**src/rtl/ula_pkg.sv**
```systemverilog
// ula_pkg: shared constants and types for the ula arithmetic unit.
//   WIDTH   default operand/result width
//   OP_ADD  operation code for addition
//   OP_MUL  operation code for multiplication
//   state_e top-level FSM state
package ula_pkg;

  localparam int unsigned WIDTH = 16;

  localparam logic OP_ADD = 1'b0;
  localparam logic OP_MUL = 1'b1;

  typedef enum logic {
    StIdle,
    StMul
  } state_e;

endpackage

```
**src/rtl/ula_if.sv**
```systemverilog
// ula_if: request/result bundle between a requester and the ula.
//   start, h, a, b      : request (requester -> ula)
//   result, done, busy  : response (ula -> requester)
// Modports: master (requester side), slave (ula side).
interface ula_if #(
  parameter int unsigned WIDTH = ula_pkg::WIDTH
) ();

  logic             start;
  logic             h;
  logic [WIDTH-1:0] a;
  logic [WIDTH-1:0] b;
  logic [WIDTH-1:0] result;
  logic             done;
  logic             busy;

  modport master (
    output start, h, a, b,
    input  result, done, busy
  );

  modport slave (
    input  start, h, a, b,
    output result, done, busy
  );

endinterface

```
**src/rtl/ula_mul_seq.sv**
```systemverilog
// ula_mul_seq: iterative shift-add multiplier, one multiplier bit per cycle.
//   clk, rst_n   : clock, asynchronous active-low reset
//   load_i       : capture operands and clear the accumulator
//   mcand_i      : multiplicand
//   mplier_i     : multiplier
//   product_o    : low WIDTH bits of the product; valid while finish_o is high
//   finish_o     : high during the last iteration, before the final edge
module ula_mul_seq #(
  parameter int unsigned WIDTH = 16
) (
  input  logic             clk,
  input  logic             rst_n,
  input  logic             load_i,
  input  logic [WIDTH-1:0] mcand_i,
  input  logic [WIDTH-1:0] mplier_i,
  output logic [WIDTH-1:0] product_o,
  output logic             finish_o
);

  localparam int unsigned CntW = (WIDTH > 1) ? $clog2(WIDTH) : 1;

  logic [WIDTH-1:0] mcand_q, mcand_d;
  logic [WIDTH-1:0] mplier_q, mplier_d;
  logic [WIDTH-1:0] acc_q, acc_d;
  logic [CntW-1:0]  cnt_q, cnt_d;
  logic             active_q, active_d;
  logic [WIDTH-1:0] acc_step;
  logic             last;

  assign last = (cnt_q == CntW'(WIDTH - 1));

  always_comb begin
    acc_step = acc_q + (mplier_q[0] ? mcand_q : '0);
    mcand_d  = mcand_q;
    mplier_d = mplier_q;
    acc_d    = acc_q;
    cnt_d    = cnt_q;
    active_d = active_q;
    if (load_i) begin
      mcand_d  = mcand_i;
      mplier_d = mplier_i;
      acc_d    = '0;
      cnt_d    = '0;
      active_d = 1'b1;
    end else if (active_q) begin
      acc_d    = acc_step;
      mcand_d  = mcand_q << 1;
      mplier_d = mplier_q >> 1;
      cnt_d    = cnt_q + CntW'(1);
      if (last) active_d = 1'b0;
    end
  end

  always_ff @(posedge clk or negedge rst_n) begin
    if (!rst_n) begin
      mcand_q  <= '0;
      mplier_q <= '0;
      acc_q    <= '0;
      cnt_q    <= '0;
      active_q <= 1'b0;
    end else begin
      mcand_q  <= mcand_d;
      mplier_q <= mplier_d;
      acc_q    <= acc_d;
      cnt_q    <= cnt_d;
      active_q <= active_d;
    end
  end

  // The final accumulation is forwarded so the top can register it on the last edge.
  assign product_o = acc_step;
  assign finish_o  = active_q && last;

endmodule

```
**src/rtl/ula.sv**
```systemverilog
// ula: add or multiply two unsigned operands, selected by h.
//   clk, rst_n : clock, asynchronous active-low reset
//   bus        : ula_if slave (start/h/a/b in; result/done/busy out)
// Add: operands captured with start, result and done one edge later.
// Multiply: WIDTH iterations in ula_mul_seq; busy high meanwhile.
module ula
  import ula_pkg::*;
#(
  parameter int unsigned WIDTH = ula_pkg::WIDTH
) (
  input  logic clk,
  input  logic rst_n,
  ula_if.slave bus
);

  state_e           state_q, state_d;
  logic [WIDTH-1:0] result_q, result_d;
  logic             done_q, done_d;
  logic [WIDTH-1:0] opa_q, opa_d;
  logic [WIDTH-1:0] opb_q, opb_d;
  logic             add_pend_q, add_pend_d;
  logic             mul_load;
  logic [WIDTH-1:0] mul_product;
  logic             mul_finish;
  logic             accept;

  assign accept = (state_q == StIdle) && bus.start;

  ula_mul_seq #(
    .WIDTH (WIDTH)
  ) u_mul_seq (
    .clk       (clk),
    .rst_n     (rst_n),
    .load_i    (mul_load),
    .mcand_i   (bus.a),
    .mplier_i  (bus.b),
    .product_o (mul_product),
    .finish_o  (mul_finish)
  );

  // Next-state logic.
  always_comb begin
    state_d  = state_q;
    mul_load = 1'b0;
    unique case (state_q)
      StIdle: begin
        if (accept && bus.h == OP_MUL) begin
          mul_load = 1'b1;
          state_d  = StMul;
        end
      end
      StMul: begin
        if (mul_finish) state_d = StIdle;
      end
      default: state_d = StIdle;
    endcase
  end

  // Datapath and output registers. An accepted add is computed from the
  // captured operands on the following edge, so a pending add and a freshly
  // accepted request never collide on the same register.
  always_comb begin
    result_d   = result_q;
    done_d     = 1'b0;
    opa_d      = opa_q;
    opb_d      = opb_q;
    add_pend_d = 1'b0;
    if (accept && bus.h == OP_ADD) begin
      opa_d      = bus.a;
      opb_d      = bus.b;
      add_pend_d = 1'b1;
    end
    if (add_pend_q) begin
      result_d = opa_q + opb_q;
      done_d   = 1'b1;
    end else if (state_q == StMul && mul_finish) begin
      result_d = mul_product;
      done_d   = 1'b1;
    end
  end

  always_ff @(posedge clk or negedge rst_n) begin
    if (!rst_n) begin
      state_q    <= StIdle;
      result_q   <= '0;
      done_q     <= 1'b0;
      opa_q      <= '0;
      opb_q      <= '0;
      add_pend_q <= 1'b0;
    end else begin
      state_q    <= state_d;
      result_q   <= result_d;
      done_q     <= done_d;
      opa_q      <= opa_d;
      opb_q      <= opb_d;
      add_pend_q <= add_pend_d;
    end
  end

  assign bus.result = result_q;
  assign bus.done   = done_q;
  assign bus.busy   = (state_q == StMul);

endmodule

```
**src/flat_wrapper.sv**
```systemverilog
// flat-port wrapper written by rule: the top's interface ports become plain ports
module ula_flat import ula_pkg::*;
#(
  parameter int unsigned WIDTH = ula_pkg::WIDTH
)
  (clk, rst_n, bus_start, bus_h, bus_a, bus_b, bus_result, bus_done, bus_busy);
  ula_if #(.WIDTH(WIDTH)) bus_i ();
  input  logic clk;
  input  logic rst_n;
  input wire logic [$bits(bus_i.start)-1:0] bus_start;
  input wire logic [$bits(bus_i.h)-1:0] bus_h;
  input wire logic [$bits(bus_i.a)-1:0] bus_a;
  input wire logic [$bits(bus_i.b)-1:0] bus_b;
  output wire logic [$bits(bus_i.result)-1:0] bus_result;
  output wire logic [$bits(bus_i.done)-1:0] bus_done;
  output wire logic [$bits(bus_i.busy)-1:0] bus_busy;
  assign bus_i.start = bus_start;
  assign bus_i.h = bus_h;
  assign bus_i.a = bus_a;
  assign bus_i.b = bus_b;
  assign bus_result = bus_i.result;
  assign bus_done = bus_i.done;
  assign bus_busy = bus_i.busy;
  ula #(.WIDTH(WIDTH)) u_core (.clk(clk), .rst_n(rst_n), .bus(bus_i));
endmodule
```
**config.mk**
```make
export PLATFORM = sky130hd
export DESIGN_NAME = ula_flat
export DESIGN_NICKNAME = d
export VERILOG_FILES = /design/src/rtl/ula_pkg.sv /design/src/rtl/ula_if.sv /design/src/rtl/ula_mul_seq.sv /design/src/rtl/ula.sv /design/src/flat_wrapper.sv
export SDC_FILE = /design/constraint.sdc
export NUM_CORES = 1
export LEC_CHECK = 0
export CORE_MARGIN = 2
export CORE_UTILIZATION = 35
export DETAILED_ROUTE_END_ITERATION = 10
export SKIP_CTS_REPAIR_TIMING = 1
export SLEW_MARGIN = 5
export SYNTH_ARGS = -nofsm -noshare
export SYNTH_HDL_FRONTEND = slang
export SYNTH_HIERARCHICAL = 1
export SYNTH_SLANG_ARGS = --single-unit
```
**constraint.sdc**
```tcl
create_clock -name clk -period 8.5 [get_ports clk]
set_input_delay 1.275 -clock clk [delete_from_list [all_inputs] [get_ports clk]]
set_output_delay 1.275 -clock clk [all_outputs]
set_load 0.005 [all_outputs]
```
==> flow_summary.json <==
{
  "fin_worst_skew_ns": 0.00767,
  "grt_overflow_total": 0,
  "root_buffer": "clkbuf_16",
  "final_cell_area_um2": 7080,
  "drt-total-wl_um": 13800,
  "synth_top_cell_area_share": 0.429,
  "setup_viol": 0,
  "critPathArrivalTime_ns": 3.40,
  "n_antenna_cell": 0,
  "first_pass_iters": 5,
  "dpl_cell_area_um2": 6770,
  "syn_area_um2": 6070,
  "synth.distinct_cells": 67,
  "clkTransAtPathRegs_ns": 0.07,
  "drive_gt1_frac": 0.126,
  "die_y_um": 136,
  "fin_setup_tns_ns": 0,
  "yosysSeqAreaShare": 0.429,
  "via_per_inst": 5.18,
  "finalWorstSetupSlack_ns": 5.32,
  "fin_crit_ns": 3.18,
  "area_growth_pct": 16.6,
  "fmax_mhz": 314,
  "fin_crit_sh": 0.374,
  "place_congestion": 0.851,
  "cts_htree_levels": 3,
  "cts.sinks": 104,
  "use_met2": 0.254,
  "synth_area_leaders": "dfrtp_1, mux2i_1, mux2_2",
  "antenna_found_initial": 0,
  "synth-main-ff-cell": "dfrtp_1",
  "cp_max_fo": 18,
  "hold_slack_ns": 0.514,
  "synth.largest_area_cell": "dfrtp_1",
  "critPathCaptureType": "flip-flop",
  "use_met1": 0.215,
  "tightest_slew_ns": 0.844,
  "dp_cells": 838,
  "clk_latency_ns": 0.35,
  "portBuffers": 53,
  "cp.required_ns": 8.72,
  "grt_pass1_wl_um": 22800,
  "power.total_mw": 2.65,
  "postSynthCellCount": 590,
  "dr.first_iter.drc_count": 189,
  "synth_edf_count": 0,
  "yosysMostFrequentCell": "dfrtp_1",
  "slew_violations": 0,
  "preCtsSetupSlack_ns": 5.09,
  "grt_max_degree": 92,
  "drc": 0,
  "hold_class": "flip-flop to flip-flop",
  "status": "complete, no violations",
  "dpl.hpwl_um": 9950,
  "utilization": 0.413,
  "use_met3": 0.0198,
  "ant_nets": 0,
  "ios": 54,
  "ys_async_sr_fraction": 1.00,
  "p_leak_nw": 3.30,
  "ir_drop_v": 0.000183,
  "syn_nets": 659,
  "cap_violations": 0,
  "cts_max_path_buffers": 2,
  "slew_headroom": 0.438,
  "start_kind": "flip-flop",
  "vias": 4425,
  "hold_viol": 0,
  "cts_tree": "yes",
  "synthTopCellsByCount": "dfrtp_1, nand2_1, mux2i_1",
  "grt_pass1_vias": 4475,
  "yosysWarnings": 6,
  "wl_per_cell_um": 16.2,
  "num_rows": 48,
  "fin_cells": 854,
  "dieArea_um2": 18400,
  "avgSynthCellArea_um2": 10.3,
  "core_area_um2": 17100,
  "p_per_area_nw_per_um2": 374,
  "rsz0062_at_grt": "no",
  "busiest_layer": "met2",
  "critical_path_class": "flip-flop to flip-flop",
  "start_util": 0.354,
  "dieWidth_um": 136,
  "cts_made_buffers": 9,
  "track_usage": 0.156,
  "final_nets": 693,
  "ys_ff_latch": 104
}
==> metal layers <==
| layer | part of all wire | up-vias |
|---|---|---|
| met1 | 0.49 | 2138 |
| li1 | - | 2199 |
| met2 | 0.48 | 73 |
| met5 | 0 | - |
| met4 | 0.012 | 0 |
| met3 | 0.023 | 15 |
==> kinds of logic after synthesis <==
group	share of synthesized area
mux	0.154
flops	0.429
fa+ha+maj	0.0705
simple gates	0.135
buf+inv	0.0285
compound gates	0.149
xor+xnor	0.0332
==> critical path, stage by stage, from the launching register on <==
cell,delay [ns]
dfrtp_1,0.57
and2_1,0.25
ha_1,0.40
a21oi_1,0.21
o21ai_1,0.15
a31o_2,0.28
a21oi_2,0.18
xnor2_1,0.16
xnor2_1,0.09
and3_1,0.18
a211oi_1,0.35
a211o_1,0.17
a21oi_1,0.06
==> path summary, 6_finish.rpt <==
check,cells past startpoint,slack (ns),start,end
max,12,5.32,u_core/u_mul_seq/mplier_q[0],u_core/bus.result[15]
min,2,0.51,u_core/u_mul_seq/acc_q[12],u_core/u_mul_seq/acc_q[12]
max reg2reg,12,5.32,u_core/u_mul_seq/mplier_q[0],u_core/bus.result[15]
min reg2reg,2,0.51,u_core/u_mul_seq/acc_q[12],u_core/u_mul_seq/acc_q[12]
max in group asynchronous,2,6.34,rst_n,u_core/u_mul_seq/active_q
min in group asynchronous,1,0.92,rst_n,u_core/opb_q[0]
==> cell usage in the layout, fill, tap and decap left out, types with 16 or more instances in the layout <==
master,instances
nand2_1,65
and2_1,16
o21ai_0,49
a21oi_1,26
nor2_1,26
clkdlybuf4s50_1,52
mux2i_1,52
mux2_2,36
ha_1,31
dfrtp_1,103
==> layout make-up <==
type	instances	area [um^2]
clock buffers	9	225
clock inverters	7	78.8
fillers	1648	10000
inverters	6	22.5
multi-input cells	445	3300
flip-flops and latches	104	2600
well taps	225	282
repair buffers	58	566
==> registers in the layout, summed over array words and instances (netlist names) <==
register / flops
u_core/u_mul_seq/mcand_q: 16
u_core/bus.done: 1
u_core/u_mul_seq/cnt_q: 4
u_core/add_pend_q: 1
u_core/u_mul_seq/mplier_q: 16
u_core/opa_q: 16
u_core/opb_q: 16
u_core/bus.result: 16
u_core/bus.busy: 1
u_core/u_mul_seq/active_q: 1
u_core/u_mul_seq/acc_q: 16
==> power breakdown <==
group	total [mW]	switching, mW	internal, mW
Combinational	1.34	0.709	0.628
Clock	0.422	0.190	0.232
Sequential	0.887	0.162	0.725
Total	2.65	1.06	1.58
Note: power is estimated with default switching activity, not from simulation.
